### src/rtl/pwd_lock_pkg.sv
// pwd_lock_pkg: shared state encoding, entry geometry and digit packing for the password lock.
package pwd_lock_pkg;

  localparam int NUM_DIGITS = 4;
  localparam int DIGIT_W    = 2;
  localparam int NIBBLE_W   = 4;
  localparam int ENTRY_W    = NUM_DIGITS * NIBBLE_W;

  typedef enum logic [2:0] {
    LOCKED = 3'd0,
    ENTER  = 3'd1,
    CHECK  = 3'd2,
    OPEN   = 3'd3,
    SET    = 3'd4,
    ALARM  = 3'd5
  } state_t;

  // Each digit occupies the low bits of its own nibble, so entries read naturally in hex.
  function automatic logic [NIBBLE_W-1:0] pack_digit(input logic [DIGIT_W-1:0] d);
    return {{(NIBBLE_W-DIGIT_W){1'b0}}, d};
  endfunction

endpackage

### src/rtl/pwd_lock_if.sv
// pwd_lock_if: key/command inputs and status outputs between the front end and the lock controller.
interface pwd_lock_if;
  import pwd_lock_pkg::*;

  logic                 key_valid;
  logic [DIGIT_W-1:0]   key_code;
  logic                 lock_req;
  logic                 set_req;
  logic                 unlocked;
  logic                 alarm;
  logic [ENTRY_W-1:0]   entry_data;
  logic [2:0]           digit_cnt;
  logic [1:0]           fail_cnt;
  state_t               state;

  modport master (
    output key_valid, key_code, lock_req, set_req,
    input  unlocked, alarm, entry_data, digit_cnt, fail_cnt, state
  );

  modport slave (
    input  key_valid, key_code, lock_req, set_req,
    output unlocked, alarm, entry_data, digit_cnt, fail_cnt, state
  );

endinterface

### src/rtl/pwd_lock_timer.sv
// pwd_lock_timer: loadable down-counter that saturates at zero; a load wins over the decrement.
module pwd_lock_timer #(
  parameter int W = 8
) (
  input  logic         clk,
  input  logic         rst,
  input  logic         i_load,
  input  logic [W-1:0] i_value,
  output logic [W-1:0] o_value,
  output logic         o_zero
);

  logic [W-1:0] r_value;

  always_ff @(posedge clk or posedge rst) begin
    if (rst)
      r_value <= '0;
    else if (i_load)
      r_value <= i_value;
    else if (!o_zero)
      r_value <= r_value - W'(1);
  end

  assign o_value = r_value;
  assign o_zero  = (r_value == '0);

endmodule

### src/rtl/pwd_lock_ctrl.sv
// pwd_lock_ctrl: assembles 4-digit key entries, checks them against the stored password and
// sequences unlock, password change, failure lockout and timeouts.
module pwd_lock_ctrl
  import pwd_lock_pkg::*;
#(
  parameter logic [ENTRY_W-1:0] DEFAULT_PW    = 16'h0123,
  parameter int                 MAX_FAIL      = 3,
  parameter int                 ENTRY_TIMEOUT = 50_000_000,
  parameter int                 OPEN_CYCLES   = 250_000_000,
  parameter int                 ALARM_CYCLES  = 500_000_000
) (
  input  logic        clk,
  input  logic        rst,
  pwd_lock_if.slave   bus
);

  localparam int MAX_AB = (ENTRY_TIMEOUT > OPEN_CYCLES) ? ENTRY_TIMEOUT : OPEN_CYCLES;
  localparam int MAX_C  = (MAX_AB > ALARM_CYCLES) ? MAX_AB : ALARM_CYCLES;
  localparam int TW     = $clog2(MAX_C + 1);

  localparam logic [TW-1:0] ENTRY_TV = TW'(ENTRY_TIMEOUT);
  localparam logic [TW-1:0] OPEN_TV  = TW'(OPEN_CYCLES);
  localparam logic [TW-1:0] ALARM_TV = TW'(ALARM_CYCLES);

  state_t             r_state;
  logic [ENTRY_W-1:0] r_pw;
  logic [ENTRY_W-1:0] r_entry;
  logic [2:0]         r_cnt;
  logic [1:0]         r_fail;
  logic               r_unlocked;
  logic               r_alarm;

  logic [ENTRY_W-1:0] w_shift;
  logic               w_shift_en;
  logic               w_last_digit;
  logic               w_match;
  logic [1:0]         w_fail_next;
  logic               w_to_alarm;
  logic               w_expire;
  logic               w_load;
  logic [TW-1:0]      w_load_val;
  logic [TW-1:0]      w_tval;
  logic               w_tzero;

  pwd_lock_timer #(.W(TW)) u_timer (
    .clk     (clk),
    .rst     (rst),
    .i_load  (w_load),
    .i_value (w_load_val),
    .o_value (w_tval),
    .o_zero  (w_tzero)
  );

  assign w_shift      = {r_entry[ENTRY_W-NIBBLE_W-1:0], pack_digit(bus.key_code)};
  assign w_last_digit = (r_cnt == 3'(NUM_DIGITS - 1));
  assign w_match      = (r_entry == r_pw);
  assign w_fail_next  = r_fail + 2'd1;
  assign w_to_alarm   = !w_match && (w_fail_next == 2'(MAX_FAIL));
  // Timeouts fire on the edge where the counter steps from 1 to 0, so a load of N gives N cycles.
  assign w_expire     = w_tzero || (w_tval == TW'(1));

  assign w_shift_en = bus.key_valid &&
                      ((r_state == LOCKED) || (r_state == ENTER) ||
                       ((r_state == SET) && !bus.lock_req));

  always_comb begin
    w_load     = w_shift_en || (r_state == CHECK) ||
                 ((r_state == OPEN) && bus.set_req && !bus.lock_req) ||
                 ((r_state == SET) && !bus.lock_req && !bus.key_valid && w_expire);
    w_load_val = (((r_state == CHECK) && w_match) || ((r_state == SET) && !w_shift_en)) ? OPEN_TV :
                 ((r_state == CHECK) && w_to_alarm) ? ALARM_TV : ENTRY_TV;
  end

  always_ff @(posedge clk or posedge rst) begin
    if (rst) begin
      r_state    <= LOCKED;
      r_pw       <= DEFAULT_PW;
      r_entry    <= '0;
      r_cnt      <= '0;
      r_fail     <= '0;
      r_unlocked <= 1'b0;
      r_alarm    <= 1'b0;
    end else begin
      case (r_state)
        LOCKED: begin
          if (bus.key_valid) begin
            r_entry <= w_shift;
            r_cnt   <= r_cnt + 3'd1;
            r_state <= ENTER;
          end
        end
        ENTER: begin
          if (bus.key_valid) begin
            r_entry <= w_shift;
            r_cnt   <= r_cnt + 3'd1;
            if (w_last_digit)
              r_state <= CHECK;
          end else if (w_expire) begin
            r_entry <= '0;
            r_cnt   <= '0;
            r_state <= LOCKED;
          end
        end
        CHECK: begin
          r_entry <= '0;
          r_cnt   <= '0;
          if (w_match) begin
            r_fail     <= '0;
            r_unlocked <= 1'b1;
            r_state    <= OPEN;
          end else begin
            r_fail  <= w_fail_next;
            r_alarm <= w_to_alarm;
            r_state <= w_to_alarm ? ALARM : LOCKED;
          end
        end
        OPEN: begin
          r_unlocked <= !(bus.lock_req || bus.set_req || w_expire);
          if (bus.lock_req)
            r_state <= LOCKED;
          else if (bus.set_req)
            r_state <= SET;
          else if (w_expire)
            r_state <= LOCKED;
        end
        SET: begin
          if (bus.lock_req) begin
            r_entry <= '0;
            r_cnt   <= '0;
            r_state <= LOCKED;
          end else if (bus.key_valid) begin
            r_entry <= w_last_digit ? '0 : w_shift;
            r_cnt   <= w_last_digit ? '0 : r_cnt + 3'd1;
            if (w_last_digit) begin
              r_pw    <= w_shift;
              r_state <= LOCKED;
            end
          end else if (w_expire) begin
            r_entry    <= '0;
            r_cnt      <= '0;
            r_unlocked <= 1'b1;
            r_state    <= OPEN;
          end
        end
        ALARM: begin
          if (w_expire) begin
            r_fail  <= '0;
            r_alarm <= 1'b0;
            r_state <= LOCKED;
          end
        end
        default: begin
          r_state    <= LOCKED;
          r_unlocked <= 1'b0;
          r_alarm    <= 1'b0;
        end
      endcase
    end
  end

  assign bus.unlocked   = r_unlocked;
  assign bus.alarm      = r_alarm;
  assign bus.entry_data = r_entry;
  assign bus.digit_cnt  = r_cnt;
  assign bus.fail_cnt   = r_fail;
  assign bus.state      = r_state;

endmodule

### src/flat_wrapper.sv
// flat-port wrapper written by rule: the top's interface ports become plain ports
module pwd_lock_ctrl_flat import pwd_lock_pkg::*;
#(
  parameter logic [ENTRY_W-1:0] DEFAULT_PW    = 16'h0123,
  parameter int                 MAX_FAIL      = 3,
  parameter int                 ENTRY_TIMEOUT = 50_000_000,
  parameter int                 OPEN_CYCLES   = 250_000_000,
  parameter int                 ALARM_CYCLES  = 500_000_000
)
  (clk, rst, bus_key_valid, bus_key_code, bus_lock_req, bus_set_req, bus_unlocked, bus_alarm, bus_entry_data, bus_digit_cnt, bus_fail_cnt, bus_state);
  pwd_lock_if bus_i ();
  input  logic clk;
  input  logic rst;
  input wire logic [$bits(bus_i.key_valid)-1:0] bus_key_valid;
  input wire logic [$bits(bus_i.key_code)-1:0] bus_key_code;
  input wire logic [$bits(bus_i.lock_req)-1:0] bus_lock_req;
  input wire logic [$bits(bus_i.set_req)-1:0] bus_set_req;
  output wire logic [$bits(bus_i.unlocked)-1:0] bus_unlocked;
  output wire logic [$bits(bus_i.alarm)-1:0] bus_alarm;
  output wire logic [$bits(bus_i.entry_data)-1:0] bus_entry_data;
  output wire logic [$bits(bus_i.digit_cnt)-1:0] bus_digit_cnt;
  output wire logic [$bits(bus_i.fail_cnt)-1:0] bus_fail_cnt;
  output wire logic [$bits(bus_i.state)-1:0] bus_state;
  assign bus_i.key_valid = bus_key_valid;
  assign bus_i.key_code = bus_key_code;
  assign bus_i.lock_req = bus_lock_req;
  assign bus_i.set_req = bus_set_req;
  assign bus_unlocked = bus_i.unlocked;
  assign bus_alarm = bus_i.alarm;
  assign bus_entry_data = bus_i.entry_data;
  assign bus_digit_cnt = bus_i.digit_cnt;
  assign bus_fail_cnt = bus_i.fail_cnt;
  assign bus_state = bus_i.state;
  pwd_lock_ctrl #(.DEFAULT_PW(DEFAULT_PW), .MAX_FAIL(MAX_FAIL), .ENTRY_TIMEOUT(ENTRY_TIMEOUT), .OPEN_CYCLES(OPEN_CYCLES), .ALARM_CYCLES(ALARM_CYCLES)) u_core (.clk(clk), .rst(rst), .bus(bus_i));
endmodule
### config.mk
export PLATFORM = sky130hd
export DESIGN_NAME = pwd_lock_ctrl_flat
export DESIGN_NICKNAME = d
export VERILOG_FILES = /design/src/rtl/pwd_lock_pkg.sv /design/src/rtl/pwd_lock_if.sv /design/src/rtl/pwd_lock_timer.sv /design/src/rtl/pwd_lock_ctrl.sv /design/src/flat_wrapper.sv
export SDC_FILE = /design/constraint.sdc
export NUM_CORES = 1
export LEC_CHECK = 0
export BUFFER_PORTS_ARGS = -buffer_cell sky130_fd_sc_hd__buf_2
export CORE_AREA = 4 4 102 104
export CTS_BUF_LIST = sky130_fd_sc_hd__clkbuf_4 sky130_fd_sc_hd__clkbuf_8
export DETAILED_ROUTE_END_ITERATION = 7
export DIE_AREA = 0 0 106 108
export PLACE_DENSITY = 0.61
export SETUP_SLACK_MARGIN = 0.1
export SLEW_MARGIN = 20
export SYNTH_ARGS = -nofsm -noshare
export SYNTH_HDL_FRONTEND = slang
export SYNTH_SLANG_ARGS = --single-unit
### constraint.sdc
create_clock -name clk -period 2.25 [get_ports clk]
set_clock_uncertainty 0.15 [all_clocks]
set_input_delay 0.225 -clock clk [delete_from_list [all_inputs] [get_ports clk]]
set_output_delay 0.225 -clock clk [all_outputs]
set_load 0.01 [all_outputs]
Yosys cells after proc, flatten, opt, wreduce, memory -nomap -nowiden
Cells that the tools add are included.
Storage, ports and cells
  bits in registers: 69
  word-level logic and storage cells: 112
Operators by class
  eq/ne operators: 20
  bitwise gates (word level): 3
  reduce and logical (&&, ||, !) cells: 36
  $add $sub $neg: 3
  muxes and demuxes: 42
Operators by type and width (number)
  $mux W29: 4
  $mux W16: 6
  $pmux W16 S4: 1
  $mux W3: 18
  $eq A29 B1 Y1 const B: 1
  $logic_not A29 Y1: 1
  $sub A29 B1 Y29 const B: 1
  $pmux W3 S6: 1
  $eq A16 B16 Y1: 1
  $pmux W3 S4: 1
  $logic_and A1 B1 Y1: 10
  $ne A2 B2 Y1 const B: 5
  $eq A3 B2 Y1 const B: 3
  $logic_or A1 B1 Y1: 9
  $ne A4 B3 Y1 const B: 2
  $reduce_and A4 Y1: 2
  $eq A3 B3 Y1 const B: 2
  $mux W1: 6
  $ne A2 B1 Y1 const B: 3
  $logic_not A1 Y1: 5
  $reduce_and A5 Y1: 1
  $mux W2: 2
  $pmux W1 S4: 1
  $pmux W2 S2: 1
  14 further kinds: 17

Logic depth before layout (Yosys ltp)
  word-level depth: 9
  gate-level depth with buffers: 8

Cells and area by module
A second synthesis with hierarchy kept.
Unflattened totals
  cells, all modules: 376
  area total of the unflattened synthesis: 3936.3 um^2
By module, submodules not included
  pwd_lock_ctrl: area each 2224.6 um^2, cells each 197, times used 1
  pwd_lock_timer: area each 1711.6 um^2, cells each 179, times used 1

Worst setup path after synthesis
OpenSTA, ideal clock, no wires.
  path type: register to register
  from: reg u_core.r_cnt[0], in the netlist u_core.bus.digit_cnt[0]
  to: reg u_core.r_entry[10], in the netlist u_core.bus.entry_data[10]
  clock period less this slack: 2.208 ns
  arrival: 1.991 ns
  buffers on the path: 1
  slack: 0.042 ns
  stages on the path, launching flop included: 7
  cells stage by stage: dfrtp_1 ha_1 ha_1 or3_1 a21oi_1 clkbuf_1 a22o_1
Between the ends
  cells in the longest elaborated chain, start to end: 5
RTL lines
  from (decl): line pwd_lock_ctrl.sv:28  | logic [2:0] r_cnt;
  from (signal assigned): line pwd_lock_ctrl.sv:88  | r_cnt <= r_cnt + 3'd1;
  from (signal assigned): line pwd_lock_ctrl.sv:95  | r_cnt <= r_cnt + 3'd1;
  from (signal assigned): line pwd_lock_ctrl.sv:133  | r_cnt <= w_last_digit ? '0 : r_cnt + 3'd1;
  $eq A3 B2 Y1: line pwd_lock_ctrl.sv:55  | assign w_last_digit = (r_cnt == 3'(NUM_DIGITS - 1));
  $mux W16: line pwd_lock_ctrl.sv:132  | r_entry <= w_last_digit ? '0 : w_shift;
  $mux W16: line pwd_lock_ctrl.sv:131  | end else if (bus.key_valid) begin
  $mux W16: line pwd_lock_ctrl.sv:127  | if (bus.lock_req) begin
  $pmux W16 S4: line pwd_lock_ctrl.sv:84  | case (r_state)
  to (signal assigned): line pwd_lock_ctrl.sv:87  | r_entry <= w_shift;
  to (signal assigned): line pwd_lock_ctrl.sv:94  | r_entry <= w_shift;
  to (signal assigned): line pwd_lock_ctrl.sv:132
  to (decl): line pwd_lock_ctrl.sv:27  | logic [ENTRY_W-1:0] r_entry;
No other way between the ends.
A chain may end at the register's enable or synchronous reset.

Worst setup path after layout
  from: reg u_core.u_timer.r_value[20], in the netlist u_core.u_timer.o_value[20]
  to: reg u_core.u_timer.r_value[27], in the netlist u_core.u_timer.o_value[27]
Between the ends
  cells in the longest elaborated chain, start to end: 5
  elaborated cells on any way between the ends: 9
RTL lines
  from (decl): line pwd_lock_timer.sv:13  | logic [W-1:0] r_value;
  from (signal assigned): line pwd_lock_timer.sv:19  | r_value <= i_value;
  from (signal assigned): line pwd_lock_timer.sv:21  | r_value <= r_value - W'(1);
  parallel branches: the longest is 5 deep, another holds $sub A29 B1 Y29
Several ways; the timed one is not identified. The select of a mux whose other input is x is not followed.

==> reports/metrics.sh <==
P_PER_AREA_mW_PER_MM2=1220
POST_DRT_VIA_CELL_RATIO=5.51
CP_COMMON_CELL='sky130_fd_sc_hd__or4_4'
SYNTH_TOP_AREA_FRAC=0.435
WORST-PATH-MAX-FANOUT=3
PLACE.DETAILED.HPWL_UM=6690
TRITONCTS_CLOCK_TREE='built'
POST_ROUTE_CELLS_DRIVE_ABOVE_1_SHARE=0.404
RUN_STATUS='complete, no violations'
PERIOD_SHARE=0.992
POST_SYNTH_INST_COUNT=359
ROUTABILITYCONGESTION=0.920
DP_CELLS=559
CHIPWIDTH_UM=106
MAX-SLEW-MARGIN-REL=0.683
WORSTSETUPENDPOINTTYPE='register'
FIRST_GLOBAL_VIAS=3189
P_TOTAL_mW=6.14
TOTAL_LEAKAGE_POWER_nW=2.13
SETUP_VIOL=0
INITIAL_CORE_UTIL=0.392
YOSYS.AREA.TOP_TYPE='sky130_fd_sc_hd__dfrtp_1'
CTSROOTBUFFERMASTER='sky130_fd_sc_hd__clkbuf_8'
WORST_SKEW_PAIR.LATE_LATENCY_PS=350
YOSYS_WARNINGS=0
SYN2LAYOUT_AREA_GROWTH_PCT=34.2
DRTPASS1ITERATIONS=5
INITIAL_ANTENNA_VIOLATION_COUNT=0
GRT_OVERFLOW=0
YS_SEQ_AREA_FRAC=0.463
TIMING.FINAL.CRIT_PERIOD_PS=2230
NUMBER_OF_NETS_IN_THE_LAYOUT=465
POST_SYNTH_EDFFS=0
FINALNONFILLERCELLS=589
LAYOUT_COMMONEST_CELL='sky130_fd_sc_hd__dfrtp_1'
DR_TOTAL_VIAS=3247
DIE_HEIGHT_UM=108
START_KIND='register'
SETUP_REPAIR_AFTER_GLOBAL_ROUTING_MISSED_ITS_MARGIN='yes'
DRT_WL_TOTAL_UM=9670
YOSYS_REGISTER_BITS=69
DRTITER0DRC=156
FILLERS=896
GR-USAGE-ALL-LAYERS=0.172
IO_BUFFER_COUNT=32
CRITPATHARRIVALTIME_PS=2280
DRC_ERRORS=0
BOUNDARYPINS=33
SITE_ROWS=36
ANTENNA_CELLS_INSERTED=0
CRITICAL-PATH-MAX-STAGE-DELAY_PS=560
COREAREA_MM2=0.00955
WORST_MAX_SLEW_PIN_SLEW_PS=471
CTS_MAX_PATH_BUFFERS=2
PEAK_SUPPLY_DROP_mV=0.664
CRIT_SLOWEST_CELL='sky130_fd_sc_hd__or4_4'
CRIT_TYPE='register to register'
AVGSYNTHCELLAREA_UM2=10.4
DRV.MAX_CAP_VIOLATION_COUNT=0
POST_SYNTH_INSTANCE_AREA_MM2=0.00374
DIE_AREA_MM2=0.0114
TRITONCTS.NUM_BUFFERS=9
ASYNCSETRESETFLOPFRACSYNTH=1.00
FMAX_MHz=448
YS_TYPES=65
CRITICAL_PATH.CELL_CHAIN='or4_4 -> or4_4 -> nor3_4 -> xnor2_1 -> o221ai_1'
FINAL_ANTENNA_NET_COUNT=0
SETUP_TOTAL_NEGATIVE_SLACK_PS=0
GRT_PASS1_WL_UM=15700
HOLD_VIOL=0
TOTAL_COUNT_OF_MAX_TRANSITION_VIOLATIONS_IN_THE_FINAL_REPORT=0
SYNTH.AREA.TOP_CELLS='sky130_fd_sc_hd__dfrtp_1 43%, sky130_fd_sc_hd__xnor2_1 8.2%, sky130_fd_sc_hd__mux2_2 4.2%, sky130_fd_sc_hd__a22o_1 4.0%, sky130_fd_sc_hd__dfstp_2 2.8%'
YOSYS_MOST_USED_DFF='sky130_fd_sc_hd__dfrtp_1'
MIN-DELAY-PATH-CLASS='input port to register'
MAPPEDNETLISTNETS=373
DP_SLACK_PS=-14.0
WL_PER_CELL_UM=16.4
SETUP_SLACK_PS=17.5
CLOCK_SINKS=69
CRITICAL_PATH_REQUIRED_PS=2300
UTILIZATION=0.526
PATH_CLK_SLEW_PS=80
MOST-COMMON-LAYOUT-CELLS='62 x sky130_fd_sc_hd__dfrtp_1, 54 x sky130_fd_sc_hd__buf_4, 32 x sky130_fd_sc_hd__buf_2'
LARGEST_NET_DEGREE_AT_THE_START_OF_GLOBAL_ROUTING=70
CTS_HTREE_LEVELS=3
## worst paths after layout
kind | end | start | slack [ps] | cells past startpoint
setup / recovery | u_core.u_timer.o_value[27]$_DFFE_PP0P_ | u_core.u_timer.o_value[20]$_DFFE_PP0P_ | 20 | 5
hold / removal | u_core.bus.unlocked$_DFFE_PP0P_ | bus_set_req | 110 | 4
setup reg to reg | u_core.u_timer.o_value[27]$_DFFE_PP0P_ | u_core.u_timer.o_value[20]$_DFFE_PP0P_ | 20 | 5
hold reg to reg | u_core.bus.digit_cnt[1]$_DFFE_PP0P_ | u_core.bus.digit_cnt[1]$_DFFE_PP0P_ | 370 | 1
max in group asynchronous | u_core.r_pw[5]$_DFFE_PP1P_ | rst | 1280 | 4
min in group asynchronous | u_core.bus.digit_cnt[2]$_DFFE_PP0P_ | rst | 330 | 4
## cell families (layout without fill, tap and decap cells)
logic type      after synthesis  in the layout  synth area share
compound gates               84             84             0.164
xor+xnor                     37             37            0.0866
fa+ha+maj                     7              7            0.0234
buf+inv                      30            127            0.0334
flops                        69             69             0.463
mux                          18             18            0.0532
simple gates                114            114             0.176
## stage by stage
step,hold WS [ps],cell area [µm²]
2_1_floorplan,215,3740
3_3_place_gp,179,4440
3_5_place_dp,183,4440
4_1_cts,89.5,4730
5_1_grt,105,5020
6_report,110,5020
## worst max-delay path, delay by kind of cell, from the launching register on
family	cells	cell delay (ps)
simple gates	3	1210
flops	1	430
xor+xnor	1	150
compound gates	1	150
## area by class of cell
class / instances / area, µm² / share of cell area
clock buffer: 10 / 138 / 0.0274
clock inverter: 6 / 70.1 / 0.0140
inverter: 12 / 45.0 / 0.00897
multi-input combinational: 260 / 2120 / 0.423
sequential: 69 / 1740 / 0.346
tap: 133 / 166 / 0.0331
timing repair buffer: 99 / 743 / 0.148
## synth_stat cells (all sizes together) (10+ instances only)
cell type,count
xnor2,35
a21oi,10
inv,11
dfrtp,65
nor2,23
o21ai,16
nand3,11
nor4,15
buf,11
nand2,13
nor3,14
a22o,17
mux2,15
## sequential cells by signal, summed over array words and instances (netlist names)
signal / cells
u_core.bus.state: 3
u_core.bus.alarm: 1
u_core.bus.unlocked: 1
u_core.bus.entry_data: 16
u_core.bus.fail_cnt: 2
u_core.bus.digit_cnt: 3
u_core.u_timer.o_value: 29
u_core.r_pw: 14
## layer usage
| metal | global-route usage | routed length (µm) | vias to the layer above | part of all wire |
|---|---|---|---|---|
| met1 | 0.215 | 4170 | 1620 | 0.43 |
| met2 | 0.291 | 4850 | 76 | 0.50 |
| met4 | 0.0648 | 265 | 0 | 0.027 |
| met5 | 0 | 0 | - | 0 |
| met3 | 0.0394 | 382 | 23 | 0.039 |
| li1 | - | - | 1528 | - |
## power breakdown
part / total (mW) / switching, mW / internal, mW
registers: 2.01 / 0.414 / 1.59
clock network: 1.06 / 0.511 / 0.550
logic: 3.07 / 1.57 / 1.50
total: 6.14 / 2.50 / 3.64
## what timing repair did
item                                    CTS  global route
endpoints found under the hold margin    69             0
gates resized for setup                  11            45
endpoints found under the setup margin   41            61
gates cloned                              0             1
pin swaps                                 0            12
hold buffers                              3             0
setup buffers                             0            10
Note: power is estimated with default switching activity, not from simulation.
